[src/rtl/hazard3_reg_bypass_pkg.sv]
// hazard3_reg_bypass_pkg
// Shared configuration for the register-bypass block: default data and
// address widths, the x0 register index, and the per-port operand source
// encoding used by hazard3_reg_bypass_port.
package hazard3_reg_bypass_pkg;

  localparam int unsigned HZ3_W_DATA = 32;
  localparam int unsigned HZ3_W_ADDR = 5;
  localparam int unsigned HZ3_REG_X0 = 0;

  // Which source wins operand resolution for one read port.
  typedef enum logic [2:0] {
    SRC_ZERO = 3'd0,
    SRC_X    = 3'd1,
    SRC_M    = 3'd2,
    SRC_FIX  = 3'd3,
    SRC_RF   = 3'd4
  } bypass_src_t;

endpackage

[src/rtl/hazard3_reg_bypass_port.sv]
// hazard3_reg_bypass_port
// One operand read port: steers the synchronous-read register file address,
// captures the address being read, catches a writeback that collides with
// that read, and resolves the operand from execute / memory / collision
// fix-up / register file with the matching stall flag.
// Ports:
//   clk, rst_n                  clock, async active-low reset
//   d_raddr, d_advance          decode-stage source address and advance strobe
//   rf_raddr (out), rf_rdata    register file read address / data (1-cycle)
//   wb_waddr, wb_wdata, wb_wen  writeback port (parallel to register file)
//   x_rd, x_wen, x_valid, x_result  execute-stage bypass source
//   m_rd, m_wen, m_valid, m_result  memory-stage bypass source
//   op (out), stall (out)       resolved operand and not-ready flag
module hazard3_reg_bypass_port
  import hazard3_reg_bypass_pkg::*;
#(
  parameter int unsigned W_DATA = HZ3_W_DATA,
  parameter int unsigned W_ADDR = HZ3_W_ADDR
) (
  input  logic              clk,
  input  logic              rst_n,
  input  logic [W_ADDR-1:0] d_raddr,
  input  logic              d_advance,
  output logic [W_ADDR-1:0] rf_raddr,
  input  logic [W_DATA-1:0] rf_rdata,
  input  logic [W_ADDR-1:0] wb_waddr,
  input  logic [W_DATA-1:0] wb_wdata,
  input  logic              wb_wen,
  input  logic [W_ADDR-1:0] x_rd,
  input  logic              x_wen,
  input  logic              x_valid,
  input  logic [W_DATA-1:0] x_result,
  input  logic [W_ADDR-1:0] m_rd,
  input  logic              m_wen,
  input  logic              m_valid,
  input  logic [W_DATA-1:0] m_result,
  output logic [W_DATA-1:0] op,
  output logic              stall
);

  localparam logic [W_ADDR-1:0] X0 = W_ADDR'(HZ3_REG_X0);

  logic [W_ADDR-1:0] q_raddr_r;
  logic [W_DATA-1:0] fix_r;
  logic              fix_vld_r;
  logic              collide_s;
  bypass_src_t       src_s;

  // While the operand stage holds, keep re-reading the held register so a
  // writeback landing mid-stall reaches the register file output.
  assign rf_raddr  = d_advance ? d_raddr : q_raddr_r;

  // The register file reads before it writes in the same edge, so a write to
  // the address being read has to be caught here instead.
  assign collide_s = wb_wen && (wb_waddr == rf_raddr) && (wb_waddr != X0);

  // Address capture and writeback collision fix-up register.
  always_ff @(posedge clk or negedge rst_n) begin
    if (!rst_n) begin
      q_raddr_r <= {W_ADDR{1'b0}};
      fix_r     <= {W_DATA{1'b0}};
      fix_vld_r <= 1'b0;
    end else begin
      q_raddr_r <= rf_raddr;
      if (collide_s) begin
        fix_r     <= wb_wdata;
        fix_vld_r <= 1'b1;
      end else begin
        fix_vld_r <= 1'b0;
      end
    end
  end

  // Pick the youngest source holding the register; a younger stage shadows
  // older ones even when its result is not ready yet.
  always_comb begin
    src_s = SRC_RF;
    if (q_raddr_r == X0) begin
      src_s = SRC_ZERO;
    end else if (x_wen && (x_rd == q_raddr_r)) begin
      src_s = SRC_X;
    end else if (m_wen && (m_rd == q_raddr_r)) begin
      src_s = SRC_M;
    end else if (fix_vld_r) begin
      src_s = SRC_FIX;
    end else begin
      src_s = SRC_RF;
    end
  end

  // Operand mux and stall for the winning source.
  always_comb begin
    op    = {W_DATA{1'b0}};
    stall = 1'b0;
    case (src_s)
      SRC_ZERO: begin
        op    = {W_DATA{1'b0}};
        stall = 1'b0;
      end
      SRC_X: begin
        op    = x_result;
        stall = !x_valid;
      end
      SRC_M: begin
        op    = m_result;
        stall = !m_valid;
      end
      SRC_FIX: begin
        op    = fix_r;
        stall = 1'b0;
      end
      SRC_RF: begin
        op    = rf_rdata;
        stall = 1'b0;
      end
      default: begin
        op    = rf_rdata;
        stall = 1'b0;
      end
    endcase
  end

endmodule

[src/rtl/hazard3_reg_bypass.sv]
// hazard3_reg_bypass
// Operand bypass for a synchronous-read register file. Two identical read
// ports resolve op1/op2 from execute, memory, writeback collision or the
// register file; op_stall asks the operand stage to hold when a needed
// result is not ready. Holds no register file storage.
// Ports:
//   clk, rst_n                          clock, async active-low reset
//   d_raddr1/2, d_advance               decode source addresses, advance strobe
//   rf_raddr1/2 (out), rf_rdata1/2      register file read ports
//   wb_waddr, wb_wdata, wb_wen          writeback port
//   x_rd, x_wen, x_valid, x_result      execute-stage bypass source
//   m_rd, m_wen, m_valid, m_result      memory-stage bypass source
//   op1, op2, op_stall (out)            resolved operands and stall
module hazard3_reg_bypass
  import hazard3_reg_bypass_pkg::*;
#(
  parameter int unsigned W_DATA = HZ3_W_DATA,
  parameter int unsigned W_ADDR = HZ3_W_ADDR
) (
  input  logic              clk,
  input  logic              rst_n,
  input  logic [W_ADDR-1:0] d_raddr1,
  input  logic [W_ADDR-1:0] d_raddr2,
  input  logic              d_advance,
  output logic [W_ADDR-1:0] rf_raddr1,
  output logic [W_ADDR-1:0] rf_raddr2,
  input  logic [W_DATA-1:0] rf_rdata1,
  input  logic [W_DATA-1:0] rf_rdata2,
  input  logic [W_ADDR-1:0] wb_waddr,
  input  logic [W_DATA-1:0] wb_wdata,
  input  logic              wb_wen,
  input  logic [W_ADDR-1:0] x_rd,
  input  logic              x_wen,
  input  logic              x_valid,
  input  logic [W_DATA-1:0] x_result,
  input  logic [W_ADDR-1:0] m_rd,
  input  logic              m_wen,
  input  logic              m_valid,
  input  logic [W_DATA-1:0] m_result,
  output logic [W_DATA-1:0] op1,
  output logic [W_DATA-1:0] op2,
  output logic              op_stall
);

  logic stall1_s;
  logic stall2_s;

  hazard3_reg_bypass_port #(.W_DATA(W_DATA), .W_ADDR(W_ADDR)) u_port1 (
    .clk      (clk),
    .rst_n    (rst_n),
    .d_raddr  (d_raddr1),
    .d_advance(d_advance),
    .rf_raddr (rf_raddr1),
    .rf_rdata (rf_rdata1),
    .wb_waddr (wb_waddr),
    .wb_wdata (wb_wdata),
    .wb_wen   (wb_wen),
    .x_rd     (x_rd),
    .x_wen    (x_wen),
    .x_valid  (x_valid),
    .x_result (x_result),
    .m_rd     (m_rd),
    .m_wen    (m_wen),
    .m_valid  (m_valid),
    .m_result (m_result),
    .op       (op1),
    .stall    (stall1_s)
  );

  hazard3_reg_bypass_port #(.W_DATA(W_DATA), .W_ADDR(W_ADDR)) u_port2 (
    .clk      (clk),
    .rst_n    (rst_n),
    .d_raddr  (d_raddr2),
    .d_advance(d_advance),
    .rf_raddr (rf_raddr2),
    .rf_rdata (rf_rdata2),
    .wb_waddr (wb_waddr),
    .wb_wdata (wb_wdata),
    .wb_wen   (wb_wen),
    .x_rd     (x_rd),
    .x_wen    (x_wen),
    .x_valid  (x_valid),
    .x_result (x_result),
    .m_rd     (m_rd),
    .m_wen    (m_wen),
    .m_valid  (m_valid),
    .m_result (m_result),
    .op       (op2),
    .stall    (stall2_s)
  );

  assign op_stall = stall1_s | stall2_s;

endmodule

[config.mk]
export PLATFORM = sky130hd
export DESIGN_NAME = hazard3_reg_bypass
export DESIGN_NICKNAME = d
export VERILOG_FILES = /design/src/rtl/hazard3_reg_bypass_pkg.sv /design/src/rtl/hazard3_reg_bypass_port.sv /design/src/rtl/hazard3_reg_bypass.sv
export SDC_FILE = /design/constraint.sdc
export NUM_CORES = 1
export LEC_CHECK = 0
export BUFFER_PORTS_ARGS = -buffer_cell sky130_fd_sc_hd__buf_2
export CORE_ASPECT_RATIO = 2
export CORE_MARGIN = 3
export CORE_UTILIZATION = 50
export CTS_CLUSTER_DIAMETER = 60
export DETAILED_ROUTE_END_ITERATION = 12
export GPL_TIMING_DRIVEN = 1
export HOLD_SLACK_MARGIN = 0.08
export PLACE_DENSITY = 0.91
export REMOVE_ABC_BUFFERS = 1
export SYNTH_ARGS = -nofsm -noshare
export SYNTH_HDL_FRONTEND = slang
export SYNTH_SLANG_ARGS = --single-unit
[constraint.sdc]
create_clock -name clk -period 3 [get_ports clk]
set_clock_uncertainty 0.2 [all_clocks]
set_input_delay 0.3 -clock clk [delete_from_list [all_inputs] [get_ports clk]]
set_output_delay 0.3 -clock clk [all_outputs]
set_load 0.01 [all_outputs]
==> impl_metrics.csv, run 1 <==
group,metric,value,unit
global_route,top_usage_layer,"met2",
route,drcViolationCount,0,
global_route,grt_util_met2,56.6,%
placed_design,port_buffers,267,
route,wirelength,25700,um
clock_tree,clk-insertion-delay-late,0.33,ns
worst_setup_path,cp_slowest_cell,"dfrtp_1",
timing,max_slew_margin,34.9,%
worst_setup_path,cp-end-kind,"output pin",
run_status,failed_checks,"setup timing",
timing,fmax,331,MHz
floorplan,dieArea,14700,um2
timing,final-setup-viol-count,1,
worst_setup_path,path_class,"reg2out",
power,irDropWorstVdd,0.356,mV
final_layout,layout_commonest_cell,"buf_2",
global_route,grt_usage,33.3,%
timing,maxSlewViolCount,0,
worst_setup_path,crit_top_cell,"buf_12",
final_layout,drive_above_1_share,43.1,%
run_status,status,"finished, violations left",
synth,ys_seq_elements,76,
timing,grt_setup_unrepaired,"true",
final_layout,fin_nets,1165,
clock_tree,cts-root-buf,"clkbuf_16",
power,p_total,0.00469,W
worst_setup_path,required,2.50,ns
worst_setup_path,cp_top_family,"buffers and inverters",
clock_tree,cts_tree,"yes",
final_layout,area_delta_synth_final,36.0,%
worst_setup_path,regToRegEndpoint,"u_port1.fix_r[11]",
placed_design,place_congestion,1.00,
route,routedWlPerCell,22.8,um
timing,worst_pin_slew,0.976,ns
timing,fin_crit_sh,101,%
worst_setup_path,r2r_slack,0.40,ns
timing,timing.final.ws_setup,-0.0181,ns
floorplan,die_y,169,um
clock_tree,cts_max_level,3,
clock_tree,cts_buffers,9,
route,antenna_left,0,
synth,netlist_top_cells_area,"dfrtp_1 29%, mux2_4 14%, mux2i_1 11%",
placed_design,hpwlAfterDp,17400,um
final_layout,final_util,70.5,%
synth,synthDistinctLibCells,38,
final_layout,design_area,9000,um2
timing,min_period,3.02,ns
synth,syn_area,6620,um2
worst_setup_path,endpoint,"op2[28]",
clock_tree,max-clock-path-buffers,2,
placed_design,dp_slack,0.248,ns
route,drtIter0Drc,630,
global_route,met1_usage,37.3,%
worst_setup_path,crit_fanout,33,
worst_setup_path,cp_data_arrival_time,2.52,ns
synth,synth_top_area_share,28.7,%
clock_tree,clkTransAtPathRegs,0.06,ns
global_route,use_met3,6.72,%
worst_setup_path,cpPeakStageDelay,0.43,ns
worst_setup_path,critPathBufInv,3,
worst_setup_path,reg2reg_depth,6,
route,vias_per_cell,6.43,
global_route,grt_pass1_wl,38400,um
global_route,grt.overflow.total,0,
worst_setup_path,start_kind,"flop",
floorplan,start_util,51.8,%
power,power.density,521,nW/um2
power,p_leak,4.06,nW
final_layout,layout_common_cells,"266 x buf_2, 74 x mux2i_1, 74 x dfrtp_1",
global_route,antenna_found_initial,1,
global_route,grt_max_degree,77,
synth,seq_area_frac_synth,28.7,%
synth,yosys_warnings,0,
job,drv_cap,0,
worst_setup_path,startpoint,"u_port2.q_raddr_r[3]",
route,dr.pass1.iters,6,
synth,syn_area_per_cell,9.62,um2
floorplan,fp-row-count,58,
timing,finalHoldViolCount,0,
floorplan,io_pins,268,
hold_path,min_path_type,"in2reg",
route,vias,7249,
placed_design,dpl_cell_area,8160,um2
worst_setup_path,cp.depth,8,
worst_setup_path,path_cells,"xor2_1 > nor3_2 > buf_12 > a21o_1 > buf_12 > o41ai_1 > a21oi_1 > buf_2",
floorplan,core_area,12800,um2
global_route,grt_pass1_vias,7467,
synth,netlist_instances,688,
worst_setup_path,r2r_start,"u_port1.q_raddr_r[4]",
clock_tree,numClockSinks,76,
timing,holdWs,0.107,ns
floorplan,die_w,87.4,um
synth,synth_top_area_cell,"dfrtp_1",
## registers in the layout (all words and copies together) (netlist names)
name / cells
u_port2.fix_vld_r: 1
u_port1.fix_r: 32
u_port1.q_raddr_r: 5
u_port1.fix_vld_r: 1
u_port2.fix_r: 32
u_port2.q_raddr_r: 5
## cells in the mapped netlist (all sizes together)
| cell type | number |
|---|---|
| o31ai | 9 |
| buf | 27 |
| a21oi | 50 |
| xor2 | 11 |
| nor4 | 13 |
| mux2i | 74 |
| inv | 19 |
| xnor2 | 17 |
| nand2 | 39 |
| a41oi | 18 |
| nand2b | 50 |
| o41ai | 32 |
| a31oi | 14 |
| nand4 | 2 |
| and2 | 10 |
| o2bb2ai | 14 |
| nand3 | 35 |
| o21ai | 12 |
| nor3 | 4 |
| nand4b | 2 |
| o21bai | 1 |
| and3 | 1 |
| or4 | 2 |
| and3b | 1 |
| mux2 | 88 |
| o311ai | 1 |
| or3b | 1 |
| nor2 | 16 |
| clkbuf | 40 |
| a21o | 1 |
| o41a | 8 |
| dfrtp | 76 |
## power breakdown
part | total [W] | internal (W) | switching, W
Sequential | 0.00171 | 0.00144 | 0.000267
Clock | 0.00126 | 0.000818 | 0.000438
Combinational | 0.00173 | 0.00102 | 0.000708
## area by class of cell
type	count	area (um2)
clock buffer	9	225
tap	150	188
timing repair buffer	340	2100
inverter	19	71.3
multi-input combinational	526	4390
antenna	1	2.50
clock inverter	7	124
fill	969	3770
sequential	76	1900
## routing by layer
layer / vias to the layer above / share of wire (%)
met5: - / 0
met4: 0 / 5.8
met3: 151 / 8.4
met2: 533 / 51
met1: 3408 / 35
li1: 3157 / -
## cell families (layout without fill, tap and decap cells)
family	Yosys count	count (layout)	synth area share (%)
and+or+nand+nor	176	176	14.7
muxes	162	162	29.7
AOI/OAI and AO/OA	160	160	17.2
buffers and inverters	86	375	5.94
DFF	76	76	28.7
xor gates and xnor gates	28	28	3.71
other	0	1	0
## worst min-delay path by stage
stage                 startpoint              endpoint  slack, ns  cells after the start
5_1_grt              d_raddr1[1]  u_port1.q_raddr_r[1]       0.11                      2
2_1_floorplan              rst_n      u_port1.fix_r[0]      -0.20                      0
6_report             d_raddr1[1]  u_port1.q_raddr_r[1]       0.11                      2
4_1_cts              d_raddr1[1]  u_port1.q_raddr_r[1]       0.09                      2
3_3_place_gp   u_port2.fix_r[28]     u_port2.fix_r[28]       0.28                      1
3_5_place_dp    u_port1.fix_r[5]      u_port1.fix_r[5]       0.29                      1
## repair_timing
item,CTS,global route
pin swaps,0,1
hold buffers,41,0
buffers inserted,0,1
endpoints found under the setup margin,37,37
resized for setup,2,11
gates cloned,0,2
endpoints found under the hold margin,148,0
## metrics by stage
stage,instances,TNS (ns)
final,1128,-0.0181
after global routing,1128,-0.478
after global placement,1067,0
after floorplan,621,-169.01
after CTS,1124,0
after detailed placement,1067,0
Power figures use the tool's default switching activity.
==> inputs of run 2 (changes only) <==
--- a/config.mk
+++ b/config.mk
@@ -5,10 +5,11 @@
 export SDC_FILE = /design/constraint.sdc
 export NUM_CORES = 1
 export LEC_CHECK = 0
+export ABC_AREA = 1
 export BUFFER_PORTS_ARGS = -buffer_cell sky130_fd_sc_hd__buf_2
 export CORE_ASPECT_RATIO = 2
 export CORE_MARGIN = 3
-export CORE_UTILIZATION = 50
+export CORE_UTILIZATION = 47
 export CTS_CLUSTER_DIAMETER = 60
 export DETAILED_ROUTE_END_ITERATION = 12
 export GPL_TIMING_DRIVEN = 1
==> run 2 against run 1 <==
  * Global-route usage rose by 1.9 points
  * Wire length is 13% lower
  * Cell area down 18%
  * First-iteration DRC count rose by 12%
  * Hold slack improved by 0.027 ns
  * Critical path type unchanged
  * Die area fell by 15%
  * Cell count is 10% higher
  * Area after synthesis shrank 21%
  * The flow now finishes without violations
  * Sequential cell count is the same
  * Core utilization fell by 2.6 points
==> impl_metrics.csv, run 2 <==
group,metric,value,unit
floorplan,io_pins,268,
worst_setup_path,cp_data_arrival_time,2.41,ns
synth,syn_area,5250,um2
clock_tree,numClockSinks,76,
worst_setup_path,cp_slowest_cell,"dfrtp_1",
worst_setup_path,start_kind,"flop",
global_route,grt_pass1_vias,6883,
synth,yosys_warnings,0,
route,drcViolationCount,0,
clock_tree,clk-insertion-delay-late,0.34,ns
floorplan,die_y,156,um
power,p_leak,4.02,nW
placed_design,port_buffers,267,
worst_setup_path,path_class,"reg2out",
worst_setup_path,cp-end-kind,"output pin",
global_route,grt_usage,35.2,%
global_route,grt_max_degree,77,
final_layout,layout_commonest_cell,"nand2_1",
synth,netlist_top_cells_count,"426 x nand2_1, 128 x nand4_1, 76 x dfrtp_1",
timing,fin_crit_sh,97.0,%
global_route,grt.overflow.total,0,
placed_design,dpl_cell_area,6690,um2
global_route,grt_pass1_wl,33900,um
placed_design,hpwlAfterDp,15700,um
route,antenna_left,0,
final_layout,drive_above_1_share,29.6,%
floorplan,die_w,80.8,um
route,vias,7177,
job,drv_cap,0,
synth,synth_top_area_share,36.2,%
synth,synth_top_area_cell,"dfrtp_1",
synth,netlist_instances,810,
timing,fmax,344,MHz
floorplan,core_area,10900,um2
power,p_total,0.00381,W
final_layout,fin_nets,1292,
synth,synth_ff_type,"dfrtp_1",
run_status,status,"completed",
worst_setup_path,crit_fanout,33,
floorplan,fp-row-count,54,
global_route,antenna_found_initial,0,
timing,finalHoldViolCount,0,
floorplan,dieArea,12600,um2
worst_setup_path,crit_top_cell,"nand2_1",
synth,synth-edff-count,0,
timing,min_period,2.91,ns
final_layout,seqCellArea,1900,um2
synth,synthArstFlopShare,100,%
timing,setup_tns,0,ns
synth,netlist_top_cells_area,"dfrtp_1 36%, nand2_1 30%, nand4_1 15%",
timing,worst_pin_slew,0.994,ns
floorplan,start_util,48.0,%
timing,max_slew_margin,33.7,%
placed_design,place_congestion,0.967,
timing,maxSlewViolCount,0,
final_layout,area_delta_synth_final,41.3,%
clock_tree,cts_max_level,3,
clock_tree,cts_buffers,9,
final_layout,design_area,7420,um2
route,routedWlPerCell,18.1,um
synth,synth.most_common_cell,"nand2_1",
route,drtIter0Drc,708,
worst_setup_path,cpPeakStageDelay,0.40,ns
route,dr.pass1.iters,7,
final_layout,multi_input_area,3010,um2
clock_tree,max-clock-path-buffers,2,
timing,grt_setup_unrepaired,"false",
synth,syn_area_per_cell,6.49,um2
final_layout,layout_common_cells,"426 x nand2_1, 266 x buf_2, 128 x nand4_1",
final_layout,final_util,67.8,%
timing,final-setup-viol-count,0,
synth,seq_area_frac_synth,36.2,%
clock_tree,cts-root-buf,"clkbuf_16",
final_layout,reg.largest.list,"u_port1.fix_r (32), u_port2.fix_r (32)",
worst_setup_path,path_cells,"inv_1 > nand2_1 > a21oi_1 > nand3_2 > buf_4 > a21oi_4 > buf_8 > nand2_1 > nand4_1 > buf_2",
final_layout,fill_cells,1015,
worst_setup_path,required,2.50,ns
route,vias_per_cell,5.77,
clock_tree,clkTransAtPathRegs,0.06,ns
hold_path,min_path_type,"in2reg",
synth,synthDistinctLibCells,26,
power,power.density,513,nW/um2
clock_tree,cts_tree,"yes",
route,wirelength,22500,um
final_layout,n_antenna_cell,0,
synth,ys_seq_elements,76,
power,irDropWorstVdd,0.312,mV
-- run 2: kinds of logic (layout without fill, tap and decap cells) --
kind of cell	after synthesis	after routing	share of synthesized area, %
DFF	76	76	36.2
AOI/OAI and AO/OA	20	20	2.50
buffers and inverters	82	375	7.29
xor gates and xnor gates	8	8	1.62
and+or+nand+nor	624	624	52.4
-- run 2: what timing repair did --
| action | CTS | global route |
|---|---|---|
| buffers inserted | 0 | 2 |
| hold endpoints to repair | 149 | 0 |
| hold buffers | 42 | 0 |
| gates resized for setup | 2 | 6 |
| pin swaps | 0 | 2 |
| endpoints found under the setup margin | 12 | 65 |
-- run 2: critical path, delay by kind of cell (launching register included) --
family,cells,cell delay [ns]
simple gates,4,0.39
compound gates,2,0.44
buf+inv,4,0.82
flops,1,0.40
-- run 2: layer usage --
| layer | share of wire (%) | track usage [%] |
|---|---|---|
| met1 | 34 | 37.6 |
| met2 | 52 | 62.5 |
| met3 | 9.0 | 8.11 |
| met4 | 4.7 | 19.2 |
| met5 | 0 | 0 |
-- run 2: cell type report --
cell class,instances,share of cell area (%)
Clock inverter,4,0.354
Timing Repair Buffer,331,26.3
Inverter,29,1.52
Clock buffer,11,3.27
Sequential cell,76,25.6
Multi-Input combinational cell,652,40.6
Tap cell,140,2.36
-- run 2: path summary, 6_finish.rpt --
| kind | slack, ns | endpoint | cells after the start | start |
|---|---|---|---|---|
| worst max register to register | 0.76 | u_port2.fix_r[2] | 8 | u_port2.q_raddr_r[1] |
| worst max-delay path | 0.09 | op1[4] | 10 | u_port1.q_raddr_r[4] |
| max in group asynchronous | 1.47 | u_port2.q_raddr_r[4] | 2 | rst_n |
| worst min register to register | 0.28 | u_port2.fix_r[14] | 2 | u_port2.fix_r[14] |
| min in group asynchronous | 0.46 | u_port2.fix_r[8] | 2 | rst_n |
| worst min-delay path | 0.13 | u_port1.q_raddr_r[1] | 3 | d_raddr1[1] |
-- run 2: through the flow --
stage | setup WS, ns | std cells | hold WS (ns)
after floorplan | 0.0585 | 757 | -0.196
after global placement | 0.322 | 1184 | 0.262
final | 0.0891 | 1243 | 0.134
after global routing | 0.0128 | 1243 | 0.161
after detailed placement | 0.341 | 1184 | 0.265
after CTS | 0.0246 | 1241 | 0.132
-- run 2: power by group --
group          switching (W)  total, W  internal, W
sequential          0.000223   0.00163      0.00140
clock               0.000425   0.00100     0.000577
combinational       0.000690   0.00118     0.000486
==> inputs of run 3 (changes only) <==
--- a/config.mk
+++ b/config.mk
@@ -14,8 +14,9 @@
 export DETAILED_ROUTE_END_ITERATION = 12
 export GPL_TIMING_DRIVEN = 1
 export HOLD_SLACK_MARGIN = 0.08
-export PLACE_DENSITY = 0.91
+export PLACE_DENSITY = 0.85
 export REMOVE_ABC_BUFFERS = 1
+export SETUP_SLACK_MARGIN = 0.5
 export SYNTH_ARGS = -nofsm -noshare
 export SYNTH_HDL_FRONTEND = slang
 export SYNTH_SLANG_ARGS = --single-unit
==> run 3 against run 2 <==
  * Core utilization grew 12 points
  * Register-to-register slack lost 0.26 ns
  * Maximum frequency grew 9.3%
  * Total power grew 17%
==> impl_metrics.csv, run 3 (same netlist as run 2, synthesis figures left out) <==
group,metric,value,unit
run_status,status,"completed",
worst_setup_path,path_class,"reg2out",
worst_setup_path,r2r_start,"u_port2.q_raddr_r[2]",
timing,final-setup-viol-count,0,
power,p_leak,4.78,nW
timing,fmax,376,MHz
timing,maxSlewViolCount,0,
final_layout,n_antenna_cell,0,
final_layout,drive_above_1_share,42.2,%
power,irDropWorstVdd,0.382,mV
clock_tree,clk-insertion-delay-late,0.34,ns
hold_path,min_from,"d_raddr1[3]",
floorplan,fp-row-count,54,
timing,holdWs,0.147,ns
worst_setup_path,critPathBufInv,4,
worst_setup_path,cp-end-kind,"output pin",
timing,max_slew_margin,34.0,%
clock_tree,cts_tree,"yes",
power,power.density,509,nW/um2
placed_design,port_buffers,267,
global_route,grt.overflow.total,0,
timing,worst_pin_slew,0.991,ns
worst_setup_path,cp_data_arrival_time,2.16,ns
route,antenna_left,0,
final_layout,layout_common_cells,"344 x nand2_1, 265 x buf_2, 128 x nand4_1",
route,vias,7838,
final_layout,area_delta_synth_final,67.0,%
final_layout,final_util,80.2,%
worst_setup_path,startpoint,"u_port1.q_raddr_r[3]",
hold_path,min_path_type,"in2reg",
final_layout,fill_cells,710,
floorplan,core_area,10900,um2
power,p_total,0.00446,W
timing,finalHoldViolCount,0,
global_route,antenna_found_initial,0,
clock_tree,cts_max_level,3,
route,vias_per_cell,6.09,
final_layout,fin_nets,1335,
job,drv_cap,0,
placed_design,dp_slack,0.489,ns
clock_tree,cts_buffers,9,
route,dr.pass1.iters,6,
route,drtIter0Drc,993,
timing,setup_tns,0,ns
route,routedWlPerCell,21.5,um
floorplan,dieArea,12600,um2
clock_tree,clkTransAtPathRegs,0.05,ns
global_route,grt_usage,36.2,%
placed_design,hpwlAfterDp,15400,um
global_route,grt_pass1_wl,34700,um
timing,min_period,2.66,ns
floorplan,io_pins,268,
clock_tree,cts-root-buf,"clkbuf_16",
final_layout,reg.largest.list,"u_port1.fix_r (32), u_port2.fix_r (32)",
timing,timing.final.ws_setup,0.337,ns
placed_design,place_congestion,0.968,
worst_setup_path,cpPeakStageDelay,0.44,ns
final_layout,layout_commonest_cell,"nand2_1",
clock_tree,numClockSinks,76,
worst_setup_path,path_cells,"buf_6 > nor3_4 > nand2_2 > nand2_4 > nor2_4 > buf_6 > buf_12 > nand2_2 > nand4_1 > buf_2",
floorplan,die_y,156,um
clock_tree,max-clock-path-buffers,2,
route,wirelength,27600,um
floorplan,die_w,80.8,um
worst_setup_path,required,2.50,ns
worst_setup_path,crit_fanout,7,
worst_setup_path,start_kind,"flop",
timing,grt_setup_unrepaired,"true",
worst_setup_path,cp_top_family,"simple AND/OR/NAND/NOR gates",
worst_setup_path,cp_slowest_cell,"dfrtp_2",
floorplan,start_util,48.0,%
global_route,grt_pass1_vias,7149,
route,drcViolationCount,0,
global_route,grt_max_degree,77,
timing,fin_crit_sh,88.8,%
run 3: changes by cell type in the layout (fill, tap and decap cells not counted), sizes merged:
cell	delta
buf	+32
bufbuf	+1
bufinv	+3
clkbuf	+11
clkinv	-2
clkinvlp	-2
inv	+1
run 3: layer usage:
metal | part of all wire [%] | routed length (um) | GRT usage [%] | vias to the layer above
met5 | 0 | 0 | 0 | -
met4 | 10 | 2860 | 23.4 | 0
met3 | 8.9 | 2460 | 5.45 | 234
met2 | 50 | 13700 | 63.7 | 694
met1 | 31 | 8600 | 39.4 | 3547
li1 | - | - | - | 3363
run 3: worst reg2reg max path, delay by kind of cell, from the launching register on:
kind                   cells  cell delay (ns)
AO/OA/AOI/OAI              1             0.22
XOR/XNOR                   1             0.33
buffers and inverters      5             0.82
flip-flops                 1             0.43
AND/OR/NAND/NOR            4             0.43
run 3: path summary, 6_finish.rpt:
path	to	depth (start not counted)	slack (ns)
max in group asynchronous	u_port1.q_raddr_r[2]	2	1.40
worst max register to register	u_port2.fix_r[15]	11	0.50
worst min-delay path	u_port1.q_raddr_r[3]	3	0.15
worst max-delay path	op1[6]	10	0.34
worst min register to register	u_port2.fix_r[8]	2	0.28
min in group asynchronous	u_port1.fix_r[18]	2	0.50
run 3: report_power, final:
part | switching, W | internal [W]
clock network | 0.000425 | 0.000857
logic | 0.000822 | 0.000605
registers | 0.000346 | 0.00141
run 3: cell type report:
| cell class | instances | area, um2 | share of cell area (%) |
|---|---|---|---|
| clock buffers | 12 | 256 | 2.92 |
| clock inverters | 4 | 95.1 | 1.08 |
| inverters | 29 | 109 | 1.24 |
| multi-input cells | 652 | 3490 | 39.7 |
| flip-flops and latches | 76 | 1910 | 21.8 |
| well taps | 140 | 175 | 2.00 |
| repair buffers | 374 | 2740 | 31.2 |
run 3: timing repair:
action | in CTS | in global routing
pin swaps | 13 | 57
hold buffers | 42 | 0
endpoints found under the setup margin | 65 | 65
hold endpoints to repair | 149 | 0
cloned | 3 | 14
resized for setup | 57 | 148
setup buffers | 10 | 19
run 3: per-stage QoR:
stage | instance area (um2) | cells
after floorplan | 4980 | 757
after global placement | 6670 | 1183
after detailed placement | 6670 | 1183
after CTS | 7790 | 1254
after global routing | 8770 | 1287
final | 8770 | 1287
